<file path="src/rtl/ctl_sequencer_if.sv">
// Datapath-side signal bundle for the instruction-cycle sequencer.
// The master modport is the sequencer, which drives the datapath strobes.
// The slave modport is the datapath, which supplies opcode, flags and the memory handshake.
interface ctl_sequencer_if;
    logic [2:0] opcode;
    logic       zero;
    logic       mem_ready;
    logic       resume;
    logic       inc_pc;
    logic       load_acc;
    logic       load_pc;
    logic       rd;
    logic       wr;
    logic       load_ir;
    logic       datactl_ena;
    logic       halt;
    logic       bus_err;
    logic [1:0] fetch_idx;
    logic       busy;

    modport master (
        input  opcode, zero, mem_ready, resume,
        output inc_pc, load_acc, load_pc, rd, wr, load_ir, datactl_ena, halt,
        output bus_err, fetch_idx, busy
    );

    modport slave (
        output opcode, zero, mem_ready, resume,
        input  inc_pc, load_acc, load_pc, rd, wr, load_ir, datactl_ena, halt,
        input  bus_err, fetch_idx, busy
    );
endinterface

</file>
<file path="src/rtl/ctl_sequencer.sv">
// Variable-length instruction-cycle controller for the mini CPU.
// Sequence: FETCH(0..F-1) -> DECODE -> EXEC -> OPER -> RETIRE, with JMP and HLT shortcuts.
// Memory states can stall on mem_ready and fall into a sticky error state on timeout.
// Every output is registered and updates on the negedge that enters a state.
module ctl_sequencer #(
    parameter int FETCH_WORDS = 2,
    parameter int MEM_WAIT_EN = 1,
    parameter int TIMEOUT     = 15
) (
    input  logic              clk1,
    input  logic              ena,
    ctl_sequencer_if.master   bus
);
    localparam logic [2:0] ST_IDLE   = 3'd0;
    localparam logic [2:0] ST_FETCH  = 3'd1;
    localparam logic [2:0] ST_DECODE = 3'd2;
    localparam logic [2:0] ST_EXEC   = 3'd3;
    localparam logic [2:0] ST_OPER   = 3'd4;
    localparam logic [2:0] ST_RETIRE = 3'd5;
    localparam logic [2:0] ST_HALTED = 3'd6;
    localparam logic [2:0] ST_ERR    = 3'd7;

    localparam logic [2:0] OP_HLT  = 3'b000;
    localparam logic [2:0] OP_SKZ  = 3'b001;
    localparam logic [2:0] OP_ADD  = 3'b010;
    localparam logic [2:0] OP_ANDD = 3'b011;
    localparam logic [2:0] OP_XORR = 3'b100;
    localparam logic [2:0] OP_LDA  = 3'b101;
    localparam logic [2:0] OP_STO  = 3'b110;
    localparam logic [2:0] OP_JMP  = 3'b111;

    localparam logic [1:0] LAST_IDX   = 2'(FETCH_WORDS - 1);
    localparam logic [7:0] WAIT_LIMIT = 8'(TIMEOUT - 1);

    // Opcodes that read memory in EXEC/OPER/RETIRE (ALU ops and LDA).
    function automatic logic is_mem_op(input logic [2:0] op);
        return (op == OP_ADD) || (op == OP_ANDD) || (op == OP_XORR) || (op == OP_LDA);
    endfunction

    logic [2:0] state_r, state_nx_s;
    logic [1:0] fidx_r, fidx_nx_s;
    logic [2:0] op_r, op_nx_s;
    logic [7:0] wait_cnt_r, wait_nx_s;
    logic       wait_cap_s, stall_s;

    logic inc_pc_r, load_acc_r, load_pc_r, rd_r, wr_r, load_ir_r, den_r, halt_r;
    logic bus_err_r, busy_r;
    logic [1:0] fetch_idx_r;
    logic inc_pc_s, load_acc_s, load_pc_s, rd_s, wr_s, load_ir_s, den_s, halt_s;
    logic bus_err_s, busy_s;
    logic [1:0] fetch_idx_s;

    // Identify states that may stall on the memory handshake.
    always_comb begin
        wait_cap_s = 1'b0;
        case (state_r)
            ST_FETCH: wait_cap_s = 1'b1;
            ST_EXEC:  wait_cap_s = is_mem_op(op_r);
            ST_OPER:  wait_cap_s = is_mem_op(op_r) || (op_r == OP_STO);
            default:  wait_cap_s = 1'b0;
        endcase
        stall_s = (MEM_WAIT_EN != 0) && wait_cap_s && !bus.mem_ready;
    end

    // Next-state, fetch index, latched opcode and wait counter.
    always_comb begin
        state_nx_s = state_r;
        fidx_nx_s  = fidx_r;
        op_nx_s    = op_r;
        wait_nx_s  = 8'd0;
        if (stall_s) begin
            if (wait_cnt_r == WAIT_LIMIT) begin
                state_nx_s = ST_ERR;
            end else begin
                wait_nx_s = wait_cnt_r + 8'd1;
            end
        end else begin
            case (state_r)
                ST_IDLE: begin
                    state_nx_s = ST_FETCH;
                    fidx_nx_s  = 2'd0;
                end
                ST_FETCH: begin
                    if (fidx_r == LAST_IDX) begin
                        state_nx_s = ST_DECODE;
                        fidx_nx_s  = 2'd0;
                        op_nx_s    = bus.opcode;
                    end else begin
                        fidx_nx_s = fidx_r + 2'd1;
                    end
                end
                ST_DECODE: begin
                    if (op_r == OP_HLT) begin
                        state_nx_s = ST_HALTED;
                    end else begin
                        state_nx_s = ST_EXEC;
                    end
                end
                ST_EXEC: begin
                    if (op_r == OP_JMP) begin
                        state_nx_s = ST_FETCH;
                        fidx_nx_s  = 2'd0;
                    end else begin
                        state_nx_s = ST_OPER;
                    end
                end
                ST_OPER: state_nx_s = ST_RETIRE;
                ST_RETIRE: begin
                    state_nx_s = ST_FETCH;
                    fidx_nx_s  = 2'd0;
                end
                ST_HALTED: begin
                    if (bus.resume) begin
                        state_nx_s = ST_FETCH;
                        fidx_nx_s  = 2'd0;
                    end else begin
                        state_nx_s = ST_HALTED;
                    end
                end
                ST_ERR:  state_nx_s = ST_ERR;
                default: state_nx_s = ST_IDLE;
            endcase
        end
    end

    // Strobe values for the state being entered; a stall re-derives identical values.
    always_comb begin
        inc_pc_s = 1'b0; load_acc_s = 1'b0; load_pc_s = 1'b0; rd_s = 1'b0;
        wr_s = 1'b0; load_ir_s = 1'b0; den_s = 1'b0; halt_s = 1'b0;
        bus_err_s = 1'b0; fetch_idx_s = 2'd0;
        busy_s = (state_nx_s != ST_IDLE) && (state_nx_s != ST_HALTED) && (state_nx_s != ST_ERR);
        case (state_nx_s)
            ST_FETCH: begin
                rd_s        = 1'b1;
                load_ir_s   = 1'b1;
                inc_pc_s    = (fidx_nx_s != 2'd0);
                fetch_idx_s = fidx_nx_s;
            end
            ST_DECODE: begin
                inc_pc_s = 1'b1;
                halt_s   = (op_nx_s == OP_HLT);
            end
            ST_EXEC: begin
                rd_s      = is_mem_op(op_nx_s);
                den_s     = (op_nx_s == OP_STO);
                load_pc_s = (op_nx_s == OP_JMP);
            end
            ST_OPER: begin
                rd_s       = is_mem_op(op_nx_s);
                load_acc_s = is_mem_op(op_nx_s);
                wr_s       = (op_nx_s == OP_STO);
                den_s      = (op_nx_s == OP_STO);
                inc_pc_s   = (op_nx_s == OP_SKZ) && bus.zero;
            end
            ST_RETIRE: begin
                den_s = (op_nx_s == OP_STO);
                rd_s  = is_mem_op(op_nx_s);
            end
            ST_HALTED: halt_s    = 1'b1;
            ST_ERR:    bus_err_s = 1'b1;
            default:   busy_s    = 1'b0;
        endcase
    end

    // State, counters and registered outputs; ena low aborts at once.
    always_ff @(negedge clk1 or negedge ena) begin
        if (!ena) begin
            state_r <= ST_IDLE; fidx_r <= 2'd0; op_r <= 3'd0; wait_cnt_r <= 8'd0;
            inc_pc_r <= 1'b0; load_acc_r <= 1'b0; load_pc_r <= 1'b0; rd_r <= 1'b0;
            wr_r <= 1'b0; load_ir_r <= 1'b0; den_r <= 1'b0; halt_r <= 1'b0;
            bus_err_r <= 1'b0; busy_r <= 1'b0; fetch_idx_r <= 2'd0;
        end else begin
            state_r <= state_nx_s; fidx_r <= fidx_nx_s; op_r <= op_nx_s; wait_cnt_r <= wait_nx_s;
            inc_pc_r <= inc_pc_s; load_acc_r <= load_acc_s; load_pc_r <= load_pc_s; rd_r <= rd_s;
            wr_r <= wr_s; load_ir_r <= load_ir_s; den_r <= den_s; halt_r <= halt_s;
            bus_err_r <= bus_err_s; busy_r <= busy_s; fetch_idx_r <= fetch_idx_s;
        end
    end

    assign bus.inc_pc      = inc_pc_r;
    assign bus.load_acc    = load_acc_r;
    assign bus.load_pc     = load_pc_r;
    assign bus.rd          = rd_r;
    assign bus.wr          = wr_r;
    assign bus.load_ir     = load_ir_r;
    assign bus.datactl_ena = den_r;
    assign bus.halt        = halt_r;
    assign bus.bus_err     = bus_err_r;
    assign bus.fetch_idx   = fetch_idx_r;
    assign bus.busy        = busy_r;
endmodule

</file>
<file path="src/flat_wrapper.sv">
// flat-port wrapper written by rule: the top's interface ports become plain ports
module ctl_sequencer_flat 
#(
    parameter int FETCH_WORDS = 2,
    parameter int MEM_WAIT_EN = 1,
    parameter int TIMEOUT     = 15
)
  (clk1, ena, bus_opcode, bus_zero, bus_mem_ready, bus_resume, bus_inc_pc, bus_load_acc, bus_load_pc, bus_rd, bus_wr, bus_load_ir, bus_datactl_ena, bus_halt, bus_bus_err, bus_fetch_idx, bus_busy);
  ctl_sequencer_if bus_i ();
  input  logic clk1;
  input  logic ena;
  input wire logic [$bits(bus_i.opcode)-1:0] bus_opcode;
  input wire logic [$bits(bus_i.zero)-1:0] bus_zero;
  input wire logic [$bits(bus_i.mem_ready)-1:0] bus_mem_ready;
  input wire logic [$bits(bus_i.resume)-1:0] bus_resume;
  output wire logic [$bits(bus_i.inc_pc)-1:0] bus_inc_pc;
  output wire logic [$bits(bus_i.load_acc)-1:0] bus_load_acc;
  output wire logic [$bits(bus_i.load_pc)-1:0] bus_load_pc;
  output wire logic [$bits(bus_i.rd)-1:0] bus_rd;
  output wire logic [$bits(bus_i.wr)-1:0] bus_wr;
  output wire logic [$bits(bus_i.load_ir)-1:0] bus_load_ir;
  output wire logic [$bits(bus_i.datactl_ena)-1:0] bus_datactl_ena;
  output wire logic [$bits(bus_i.halt)-1:0] bus_halt;
  output wire logic [$bits(bus_i.bus_err)-1:0] bus_bus_err;
  output wire logic [$bits(bus_i.fetch_idx)-1:0] bus_fetch_idx;
  output wire logic [$bits(bus_i.busy)-1:0] bus_busy;
  assign bus_i.opcode = bus_opcode;
  assign bus_i.zero = bus_zero;
  assign bus_i.mem_ready = bus_mem_ready;
  assign bus_i.resume = bus_resume;
  assign bus_inc_pc = bus_i.inc_pc;
  assign bus_load_acc = bus_i.load_acc;
  assign bus_load_pc = bus_i.load_pc;
  assign bus_rd = bus_i.rd;
  assign bus_wr = bus_i.wr;
  assign bus_load_ir = bus_i.load_ir;
  assign bus_datactl_ena = bus_i.datactl_ena;
  assign bus_halt = bus_i.halt;
  assign bus_bus_err = bus_i.bus_err;
  assign bus_fetch_idx = bus_i.fetch_idx;
  assign bus_busy = bus_i.busy;
  ctl_sequencer #(.FETCH_WORDS(FETCH_WORDS), .MEM_WAIT_EN(MEM_WAIT_EN), .TIMEOUT(TIMEOUT)) u_core (.clk1(clk1), .ena(ena), .bus(bus_i));
endmodule
</file>
<file path="config.mk">
export PLATFORM = sky130hd
export DESIGN_NAME = ctl_sequencer_flat
export DESIGN_NICKNAME = d
export VERILOG_FILES = /design/src/rtl/ctl_sequencer_if.sv /design/src/rtl/ctl_sequencer.sv /design/src/flat_wrapper.sv
export SDC_FILE = /design/constraint.sdc
export NUM_CORES = 1
export LEC_CHECK = 0
export ABC_AREA = 1
export CAP_MARGIN = 0
export CORE_AREA = 4 4 76 78
export CTS_BUF_LIST = sky130_fd_sc_hd__clkbuf_16
export CTS_CLUSTER_DIAMETER = 150
export CTS_CLUSTER_SIZE = 10
export DETAILED_ROUTE_END_ITERATION = 6
export DIE_AREA = 0 0 80 82
export PLACE_DENSITY = 0.5
export SLEW_MARGIN = 20
export SYNTH_ARGS = -nofsm -noshare
export SYNTH_HDL_FRONTEND = slang
export SYNTH_SLANG_ARGS = --single-unit
</file>
<file path="constraint.sdc">
create_clock -name clk1 -period 2.3 [get_ports clk1]
set_clock_uncertainty 0.1 [all_clocks]
set_input_delay 0.46 -clock clk1 [delete_from_list [all_inputs] [get_ports clk1]]
set_output_delay 0.46 -clock clk1 [all_outputs]
set_load 0.01 [all_outputs]
</file>
==> results of run 1 <==
## what timing repair did
item	in CTS	in global routing
pin swaps	26	16
setup endpoints to repair	40	27
hold endpoints to repair	0	0
gates resized for setup	98	10
## cell families after synthesis
logic type | count (synthesis)
simple gates | 115
buf+inv | 31
flops | 28
compound gates | 9
xor+xnor | 5
fa+ha+maj | 2
## registers in the layout, indices dropped and copies added (netlist names), 2 cells and up
register and count:
u_core.wait_cnt_r 8, u_core.op_r 3, u_core.state_r 3, u_core.bus.fetch_idx 2, u_core.fidx_r 2
## final timing paths
path / slack, ns / to / startpoint / cells after the start
setup / recovery: -0.22 / bus_load_acc / u_core.bus.load_acc / 1
hold / removal: 0.31 / u_core.wait_cnt_r[0] / u_core.wait_cnt_r[0] / 1
setup reg to reg: 0.32 / u_core.bus.inc_pc / u_core.state_r[2] / 12
hold reg to reg: 0.31 / u_core.wait_cnt_r[0] / u_core.wait_cnt_r[0] / 1
max in group asynchronous: 0.43 / u_core.wait_cnt_r[6] / ena / 2
min in group asynchronous: 1.48 / u_core.bus.datactl_ena / ena / 2
## final cells by class
type | count | area share, %
tap | 70 | 4.32
multi-input combinational | 131 | 38.9
clock inverter | 1 | 0.185
sequential | 28 | 34.6
inverter | 31 | 6.36
timing repair buffer | 30 | 12.0
clock buffer | 3 | 3.70
## routing by layer
layer	up-vias	track usage [%]
met3	2	1.32
met2	16	15.8
met5	-	0
met4	0	4.05
li1	656	-
met1	554	15.4
## cells in the mapped netlist, drive strengths merged (2+ instances only)
master,count,area (sq um)
nand4,3,33.8
o21ai,6,37.5
dfrtn,28,701
xor2,4,35.0
nor3,3,15.0
inv,30,113
ha,2,25.0
nor2,31,126
nand3,16,90.1
nand2,59,251
## power groups by stage
| stage | sequential, mW | clock [mW] | combinational (mW) |
|---|---|---|---|
| after CTS | 0.749 | 0.400 | 1.62 |
| after global placement | 0.760 | 0 | 1.39 |
| after floorplan | 0.754 | 0 | 0.860 |
| after detailed placement | 0.756 | 0 | 1.37 |
| after global routing | 0.765 | 0.430 | 1.89 |
| final | 0.749 | 0.388 | 1.69 |
## cell usage in the layout, fill, tap and decap left out, types with 6 or more instances in the layout
| cell | n |
|---|---|
| sky130_fd_sc_hd__inv_2 | 9 |
| sky130_fd_sc_hd__nand2_2 | 14 |
| sky130_fd_sc_hd__nand2_4 | 6 |
| sky130_fd_sc_hd__dfrtn_1 | 28 |
| sky130_fd_sc_hd__inv_1 | 18 |
| sky130_fd_sc_hd__buf_4 | 6 |
| sky130_fd_sc_hd__nand3_1 | 13 |
| sky130_fd_sc_hd__nor2_1 | 22 |
| sky130_fd_sc_hd__nand2_1 | 39 |
| sky130_fd_sc_hd__buf_2 | 12 |
## per-stage QoR
stage                     setup TNS [ns]  cell area [sq um]  utilization (%)
final                              -3.78               2030             39.9
after global routing               -5.35               2030             39.9
after CTS                          -4.20               2000             39.3
after detailed placement          -25.42               1870             36.8
after global placement            -25.89               1870             36.8
after floorplan                    -2.30               1490                -
==> results.yml, run 1 <==
outcome:
  result_of_the_run: "finished, violations left"
  failed_checks: "setup timing"
route:
  avgViaCountPerCell: 4.18
  detailedRoute.firstIterationViolations: 51
  met2_length_mm: 1.40
  detail_route.drc_violations: 0
  routedWlPerCell_microns: 10.8
  drt.antenna.violating_nets: 0
  met3_length_microns: 77
  wl_mm: 3.17
  route.vias.total: 1228
  detailedRoute.firstPassIterationCount: 4
  dr.max_layer_used: "met4"
  route.layer.met1.wl_mm: 1.66
logic_synthesis:
  post_synth_xor_area_fraction_pct: 2.96
  synth_async_sr_flop_share_pct: 100
  synth_compound_area_share_pct: 3.80
  postSynthCellCount: 190
  synth_top_family_by_area: "simple AND/OR/NAND/NOR gates"
  synthesized_cell_area_sq_um: 1480
  share_of_synthesized_cell_area_in_and_or_nand_and_nor_gates_pct: 36.3
  synthesis.yosys.warnings: 0
  synth.lib_cells_used.distinct: 27
  synthAdderAreaFrac_pct: 1.69
  synth_flop_cell: "sky130_fd_sc_hd__dfrtn_1"
  postSynthAreaPerCell_sq_um: 7.79
  synth_edf_count: 0
  mappedNetlistNets: 200
  post_synth_mux_area_share_pct: 0
  yosys_register_bits: 28
  seq_area_frac_synth_pct: 47.3
clock_network:
  clock_sink_count: 28
  cts_tree: "built"
  ctsLongestPathBuffers: 2
  clock_insertion_delay_worst_skew_ns: 0.28
  worst_setup_hold_path_clk_slew_ns: 0.05
  cts-root-buf: "sky130_fd_sc_hd__clkbuf_16"
  postCtsSetupRepairBufs: 0
  cts-hold-fix-buffers: 0
  cts_made_buffers: 3
  htreeDepth: 1
pwr:
  clockPowerShare_pct: 13.7
  p_total_mw: 2.83
  power_report.internal_total_mw: 1.52
  power.static_leakage_nw: 1.04
  power_frac_seq_pct: 26.5
  total_switching_power_mw: 1.31
  max-vdd-ir-drop_uv: 629
  netSwitchingFraction_pct: 46.2
  power.share.combinational_pct: 59.8
  pwr_cell_area_nw_per_um2: 1400
place:
  gp_routability_congestion: 0.800
  dp_cells: 290
  preCtsSetupSlack_ns: -0.961
  detailed_place_hpwl_mm: 2.32
  portBuffers: 19
global_route:
  largest_net_degree_at_the_start_of_global_routing: 29
  total_routing_usage_reported_by_global_routing_pct: 10.5
  first_global_vias: 1175
  grt_pass1_wl_mm: 5.41
  overflow: 0
  grt_antenna_before_repair: 0
setup_path:
  cp-end-kind: "output pin"
  crit_path_start_kind: "flop"
  path_max_fanout: 1
  critical-path-slowest-cell: "sky130_fd_sc_hd__dfrtn_1"
  required_ns: 1.74
  worstPathArrival_ns: 1.96
  critical_path_s_largest_stage_delay_ns: 0.40
  critical_path_buf_inv_count: 1
  path_cells: "buf_2"
  setup.worst_path.class: "reg2out"
  timing.critical_path.max_delay_family: "flip-flops"
sta:
  tightest_slew_ns: 0.322
  rsz_0062_raised_after_global_routing: "yes"
  setup_violations: 25
  final_max_slew_viol_count: 0
  setup_ws_ns: -0.219
  slew_margin_rel_pct: 78.5
  finalHoldWorstSlack_ns: 0.307
  timing_hold_violations_final: 0
final_layout:
  final_cell_count_no_fill: 294
  design.final.nets: 235
  post_route_cells_drive_above_1_share_pct: 35.3
  areaGrowthSynthToFinish_pct: 36.9
  footprint_of_the_multi_input_gates_sq_um: 788
  fill_cells: 536
  insertedDiodeCount: 0
  regArea_sq_um: 701
die:
  die_height_microns: 82
  die_area_sq_um: 6560
  io_pins: 20
  chipWidth_microns: 80
  std_cell_rows: 26
  floorplan.core_area_sq_um: 5070
  initial_core_utilization_pct: 29.2
run:
  timing.max_cap.violations: 0
worst_hold_path:
  holdCritPathClass: "reg2reg"
(Power assumes the default switching activity.)
==> run 2, diff against run 1 <==
--- a/config.mk
+++ b/config.mk
@@ -9,3 +9,3 @@
 export CAP_MARGIN = 0
-export CORE_AREA = 4 4 76 78
+export CORE_AREA = 2 2 74 76
 export CTS_BUF_LIST = sky130_fd_sc_hd__clkbuf_16
@@ -14,3 +14,3 @@
 export DETAILED_ROUTE_END_ITERATION = 6
-export DIE_AREA = 0 0 80 82
+export DIE_AREA = 0 0 76 78
 export PLACE_DENSITY = 0.5
==> constraint.sdc (replaced) <==
create_clock -name clk1 -period 2.4 [get_ports clk1]
set_clock_uncertainty 0.1 [all_clocks]
set_input_delay 0.24 -clock clk1 [delete_from_list [all_inputs] [get_ports clk1]]
set_output_delay 0.24 -clock clk1 [all_outputs]
set_load 0.01 [all_outputs]
==> run 2 against run 1 <==
  * The flow now finishes without violations
  * Sequential cell count did not move
  * Sequential power shrank 4.9%
  * Design area down 4.9%
  * Worst hold slack worse by 0.0054 ns
  * Combinational power shrank 21%
  * Worst setup slack improved by 0.28 ns
  * Sequential share of layout area up 1.8 points
  * Core utilization decreased by 1.7 points
  * Die area is 9.6% lower
  * Largest cell class is now sequential cells
  * Largest power group unchanged
==> results.yml, run 2 (same netlist as run 1, synthesis figures left out) <==
outcome:
  result_of_the_run: "complete, no violations"
final_layout:
  insertedDiodeCount: 0
  final_design_area_no_fill_sq_um: 1930
  footprint_of_the_multi_input_gates_sq_um: 694
  final_cell_count_no_fill: 297
  post_route_cells_drive_above_1_share_pct: 27.8
  areaGrowthSynthToFinish_pct: 30.2
  regArea_sq_um: 701
  max_flop_register: "u_core.wait_cnt_r"
  design.final.nets: 238
  mostFrequentLayoutCells: "48 x sky130_fd_sc_hd__nand2_1, 28 x sky130_fd_sc_hd__dfrtn_1, 27 x sky130_fd_sc_hd__nor2_1"
  max_ffs_per_register: 8
  fill_cells: 544
  most_common_library_cell_in_the_layout_ignoring_fill_and_taps: "sky130_fd_sc_hd__nand2_1"
  biggestRegsByFlops: "u_core.wait_cnt_r: 8 flops, u_core.op_r: 3 flops, u_core.state_r: 3 flops"
  post_route_utilization_pct: 38.2
clock_network:
  ctsLongestPathBuffers: 2
  worst_setup_hold_path_clk_slew_ns: 0.05
  cts_made_buffers: 3
  cts_tree: "built"
  cts-root-buf: "sky130_fd_sc_hd__clkbuf_16"
  clock_sink_count: 28
  htreeDepth: 1
  clock_insertion_delay_worst_skew_ns: 0.29
pwr:
  netSwitchingFraction_pct: 43.3
  power.static_leakage_nw: 1.03
  clockPowerShare_pct: 15.5
  max-vdd-ir-drop_uv: 668
  pwr_cell_area_nw_per_um2: 1250
  power_frac_seq_pct: 29.5
  power_report.internal_total_mw: 1.37
  power.share.combinational_pct: 55.1
  total_switching_power_mw: 1.05
sta:
  final_max_slew_viol_count: 0
  setup_violations: 0
  rsz_0062_raised_after_global_routing: "yes"
  slew_margin_rel_pct: 78.9
  timing_hold_violations_final: 0
  tightest_slew_ns: 0.317
  setup-tns-final_ns: 0
setup_path:
  path_cells: "buf_2"
  required_ns: 2.06
  critical_path_buf_inv_count: 1
  critical-path-slowest-cell: "sky130_fd_sc_hd__dfrtn_1"
  crit_path_start_kind: "flop"
  setup.worst_path.class: "reg2out"
  cp-end-kind: "output pin"
  timing.critical_path.max_delay_family: "flip-flops"
  critical_path_s_largest_stage_delay_ns: 0.39
  path_max_fanout: 1
  worstPathArrival_ns: 2.00
route:
  drt.antenna.violating_nets: 0
  route.vias.total: 1213
  wl_mm: 2.98
  detailedRoute.firstPassIterationCount: 4
  avgViaCountPerCell: 4.08
  detail_route.drc_violations: 0
  routedWlPerCell_microns: 10.0
  detailedRoute.firstIterationViolations: 38
die:
  floorplan.core_area_sq_um: 5040
  die_height_microns: 78
  std_cell_rows: 26
  initial_core_utilization_pct: 29.4
  die_area_sq_um: 5930
  io_pins: 20
  chipWidth_microns: 76
global_route:
  grt_busiest_layer: "met2"
  grt_pass1_wl_mm: 5.35
  grt_antenna_before_repair: 0
  globalRouteMet2Util_pct: 17.2
  grtUsageMet1_pct: 15.7
  total_routing_usage_reported_by_global_routing_pct: 11.3
  overflow: 0
  first_global_vias: 1186
  largest_net_degree_at_the_start_of_global_routing: 29
  global_route.usage.met3_pct: 1.86
worst_hold_path:
  holdCritPathClass: "reg2reg"
place:
  portBuffers: 19
  post_dp_cell_area_sq_um: 1850
  dp_cells: 290
  detailed_place_hpwl_mm: 2.23
  gp_routability_congestion: 0.731
run:
  timing.max_cap.violations: 0
==> run 2: cell types whose count changed in the layout (fill, tap and decap cells not counted), moves of 4 or more <==
cell | previous run | this run
sky130_fd_sc_hd__nand2_4 | 6 | 2
sky130_fd_sc_hd__nand2_2 | 14 | 9
sky130_fd_sc_hd__nor2_1 | 22 | 27
sky130_fd_sc_hd__buf_6 | 5 | 1
sky130_fd_sc_hd__nand2_1 | 39 | 48
sky130_fd_sc_hd__buf_4 | 6 | 13
==> run 2: power groups by stage <==
stage          logic [mW]  registers [mW]  clock network, mW
2_1_floorplan       0.818           0.723                  0
3_3_place_gp         1.32           0.722                  0
3_5_place_dp         1.30           0.719                  0
4_1_cts              1.30           0.710              0.391
5_1_grt              1.55           0.725              0.411
6_report             1.33           0.712              0.374
==> run 2: final cells by class <==
cell class,instances,share of cell area (%)
clock inverter,1,0.195
multi-input combinational,131,36.0
sequential,28,36.4
timing repair buffer,33,12.9
tap,70,4.55
clock buffer,3,3.90
inverter,31,6.04
==> run 2: final timing paths <==
check,startpoint,end,slack [ns],cells past startpoint
worst max-delay path,u_core.bus.fetch_idx[0],bus_fetch_idx[0],0.06,1
worst min-delay path,u_core.wait_cnt_r[0],u_core.wait_cnt_r[0],0.30,1
worst max register to register,u_core.state_r[0],u_core.bus.busy,0.51,12
worst min register to register,u_core.wait_cnt_r[0],u_core.wait_cnt_r[0],0.30,1
max in group asynchronous,ena,u_core.wait_cnt_r[7],0.71,2
min in group asynchronous,ena,u_core.bus.rd,1.30,2
==> run 2: through the flow <==
step,hold WS [ns],power (mW),setup WS [ns]
floorplan,0.279,1.54,0.00763
global placement,0.303,2.04,-0.655
detailed placement,0.311,2.02,-0.636
CTS,0.311,2.40,0.00818
global route,0.363,2.68,-0.0620
finish,0.302,2.42,0.0625
==> run 2: repair_timing <==
item / 4_1_cts / 5_1_grt
buffers inserted: 1 / 2
endpoints found under the hold margin: 0 / 0
hold buffers: 0 / 0
resized for setup: 61 / 10
setup endpoints to repair: 35 / 11
pin swaps: 10 / 10
==> run 2: metal layers <==
metal  part of all wire (%)  wire, microns
met5                      0              0
met4                    2.3             68
met3                    2.3             70
met2                     42           1260
met1                     53           1580
==> run 3, diff against run 2 <==
Settings changed: HOLD_SLACK_MARGIN set to 0.03, SKIP_LAST_GASP set to 1.
==> run 3 against run 2 <==
  * First-iteration DRC count did not move
  * Via count did not move
  * Clock power barely moved
  * Cell count did not move
  * Combinational power barely moved
  * Critical path type unchanged
  * Wire length did not move
  * Worst hold slack did not move
  * Sequential cell count did not move
  * Die area did not move
  * Register-to-register slack barely moved
  * Total power did not move
  * Design area did not move
==> results.yml, run 3 (same netlist as run 1, synthesis figures left out) <==
outcome:
  result_of_the_run: "complete, no violations"
global_route:
  grt_pass1_wl_mm: 5.35
  largest_net_degree_at_the_start_of_global_routing: 29
  grt_antenna_before_repair: 0
  first_global_vias: 1186
  overflow: 0
  total_routing_usage_reported_by_global_routing_pct: 11.3
pwr:
  max-vdd-ir-drop_uv: 668
  pwr_cell_area_nw_per_um2: 1250
  netSwitchingFraction_pct: 43.3
  power_report.internal_total_mw: 1.37
  power_frac_seq_pct: 29.5
  total_switching_power_mw: 1.05
  power.static_leakage_nw: 1.03
  clockPowerShare_pct: 15.5
  power.share.combinational_pct: 55.1
setup_path:
  cp-end-kind: "output pin"
  crit_path_start_kind: "flop"
  reg2reg_depth: 12
  rr_startpoint: "u_core.state_r[0]"
  path_max_fanout: 1
  timing.critical_path.max_delay_family: "flip-flops"
  required_ns: 2.06
  regToRegEndpoint: "u_core.bus.busy"
  critical-path-slowest-cell: "sky130_fd_sc_hd__dfrtn_1"
  critical_path_s_largest_stage_delay_ns: 0.39
  regToRegSetupSlack_ns: 0.51
  worstPathArrival_ns: 2.00
  path_cells: "buf_2"
  critical_path_buf_inv_count: 1
  setup.worst_path.class: "reg2out"
final_layout:
  mostFrequentLayoutCells: "48 x sky130_fd_sc_hd__nand2_1, 28 x sky130_fd_sc_hd__dfrtn_1, 27 x sky130_fd_sc_hd__nor2_1"
  regArea_sq_um: 701
  max_ffs_per_register: 8
  insertedDiodeCount: 0
  final_cell_count_no_fill: 297
  footprint_of_the_multi_input_gates_sq_um: 694
  design.final.nets: 238
  most_common_library_cell_in_the_layout_ignoring_fill_and_taps: "sky130_fd_sc_hd__nand2_1"
  biggestRegsByFlops: "u_core.wait_cnt_r: 8 flops, u_core.op_r: 3 flops, u_core.state_r: 3 flops"
  final_design_area_no_fill_sq_um: 1930
  areaGrowthSynthToFinish_pct: 30.2
  post_route_cells_drive_above_1_share_pct: 27.8
  fill_cells: 546
  max_flop_register: "u_core.wait_cnt_r"
clock_network:
  ctsLongestPathBuffers: 2
  clock_insertion_delay_worst_skew_ns: 0.29
  cts_tree: "built"
  htreeDepth: 1
  cts_made_buffers: 3
  worst_setup_hold_path_clk_slew_ns: 0.05
  cts-root-buf: "sky130_fd_sc_hd__clkbuf_16"
  cts-hold-fix-buffers: 0
  clock_sink_count: 28
sta:
  final_max_slew_viol_count: 0
  tightest_slew_ns: 0.317
  setup_violations: 0
  setup-tns-final_ns: 0
  rsz_0062_raised_after_global_routing: "yes"
  slew_margin_rel_pct: 78.9
  timing_hold_violations_final: 0
  setup_ws_ns: 0.0625
route:
  avgViaCountPerCell: 4.08
  routedWlPerCell_microns: 10.0
  detail_route.drc_violations: 0
  drt.antenna.violating_nets: 0
  detailedRoute.firstPassIterationCount: 4
  detailedRoute.firstIterationViolations: 38
  route.vias.total: 1213
  wl_mm: 2.98
worst_hold_path:
  hold_depth: 1
  holdCritPathClass: "reg2reg"
  holdCritStartpoint: "u_core.wait_cnt_r[0]"
  worstHoldEndpoint: "u_core.wait_cnt_r[0]"
die:
  floorplan.core_area_sq_um: 5040
  chipWidth_microns: 76
  initial_core_utilization_pct: 29.4
  std_cell_rows: 26
  die_height_microns: 78
  die_area_sq_um: 5930
  io_pins: 20
place:
  detailed_place_hpwl_mm: 2.23
  dp_cells: 290
  preCtsSetupSlack_ns: -0.636
  portBuffers: 19
  post_dp_cell_area_sq_um: 1850
  gp_routability_congestion: 0.731
run:
  timing.max_cap.violations: 0
[run 3: cell counts in the layout (fill, tap and decap cells not counted)]
Identical to the previous run, type by type.
[run 3: how the worst max path moves through the flow]
stage	slack (ns)	cells after the start	endpoint	from
2_1_floorplan	0.008	9	u_core.bus.datactl_ena	bus_resume
3_3_place_gp	-0.65	12	u_core.bus.rd	bus_resume
3_5_place_dp	-0.64	12	u_core.bus.rd	bus_resume
4_1_cts	-0.04	1	bus_load_ir	u_core.bus.load_ir
5_1_grt	-0.06	12	u_core.bus.rd	bus_resume
6_report	0.06	1	bus_fetch_idx[0]	u_core.bus.fetch_idx[0]
[run 3: area by class of cell]
class | count | area share (%)
clock buffer | 3 | 3.90
timing repair buffer | 33 | 12.9
tap | 70 | 4.55
sequential | 28 | 36.4
clock inverter | 1 | 0.195
multi-input combinational | 131 | 36.0
inverter | 31 | 6.04
[run 3: repair_timing]
| action | in CTS | in global routing |
|---|---|---|
| cloned | 0 | 0 |
| setup endpoints to repair | 35 | 12 |
| resized for setup | 60 | 11 |
| pin swaps | 10 | 10 |
| buffers inserted | 1 | 2 |
[run 3: per-layer routing]
layer	wire [microns]	vias to the layer above	GRT usage, %
li1	-	655	-
met1	1580	533	15.7
met2	1260	21	17.2
met3	70	4	1.86
met4	68	0	5.45
met5	0	-	0
[run 3: power groups by stage]
stage | clock, mW | sequential, mW | combinational (mW)
after floorplan | 0 | 0.723 | 0.818
after global placement | 0 | 0.722 | 1.32
after detailed placement | 0 | 0.719 | 1.30
after CTS | 0.391 | 0.710 | 1.31
after global routing | 0.411 | 0.725 | 1.55
final | 0.374 | 0.712 | 1.33
[run 3: worst reg2reg max path: stages, from the launching register on]
cell                      delay, ns
sky130_fd_sc_hd__dfrtn_1       0.55
sky130_fd_sc_hd__inv_2         0.09
sky130_fd_sc_hd__nor2_1        0.13
sky130_fd_sc_hd__nand2_1       0.06
sky130_fd_sc_hd__nand2_1       0.05
sky130_fd_sc_hd__nand2_1       0.05
sky130_fd_sc_hd__nand2_2       0.14
sky130_fd_sc_hd__nand2_4       0.10
sky130_fd_sc_hd__nand2_1       0.09
sky130_fd_sc_hd__nand2_2       0.08
sky130_fd_sc_hd__inv_2         0.08
sky130_fd_sc_hd__nand2_1       0.08
sky130_fd_sc_hd__buf_4         0.14
[run 3: through the flow]
step                hold slack [ns]  util [%]  power, mW
detailed placement            0.311      36.7       2.02
CTS                           0.311      37.7       2.41
global placement              0.303      36.7       2.04
floorplan                     0.279         -       1.54
finish                        0.302      38.2       2.42
global route                  0.363      38.2       2.68
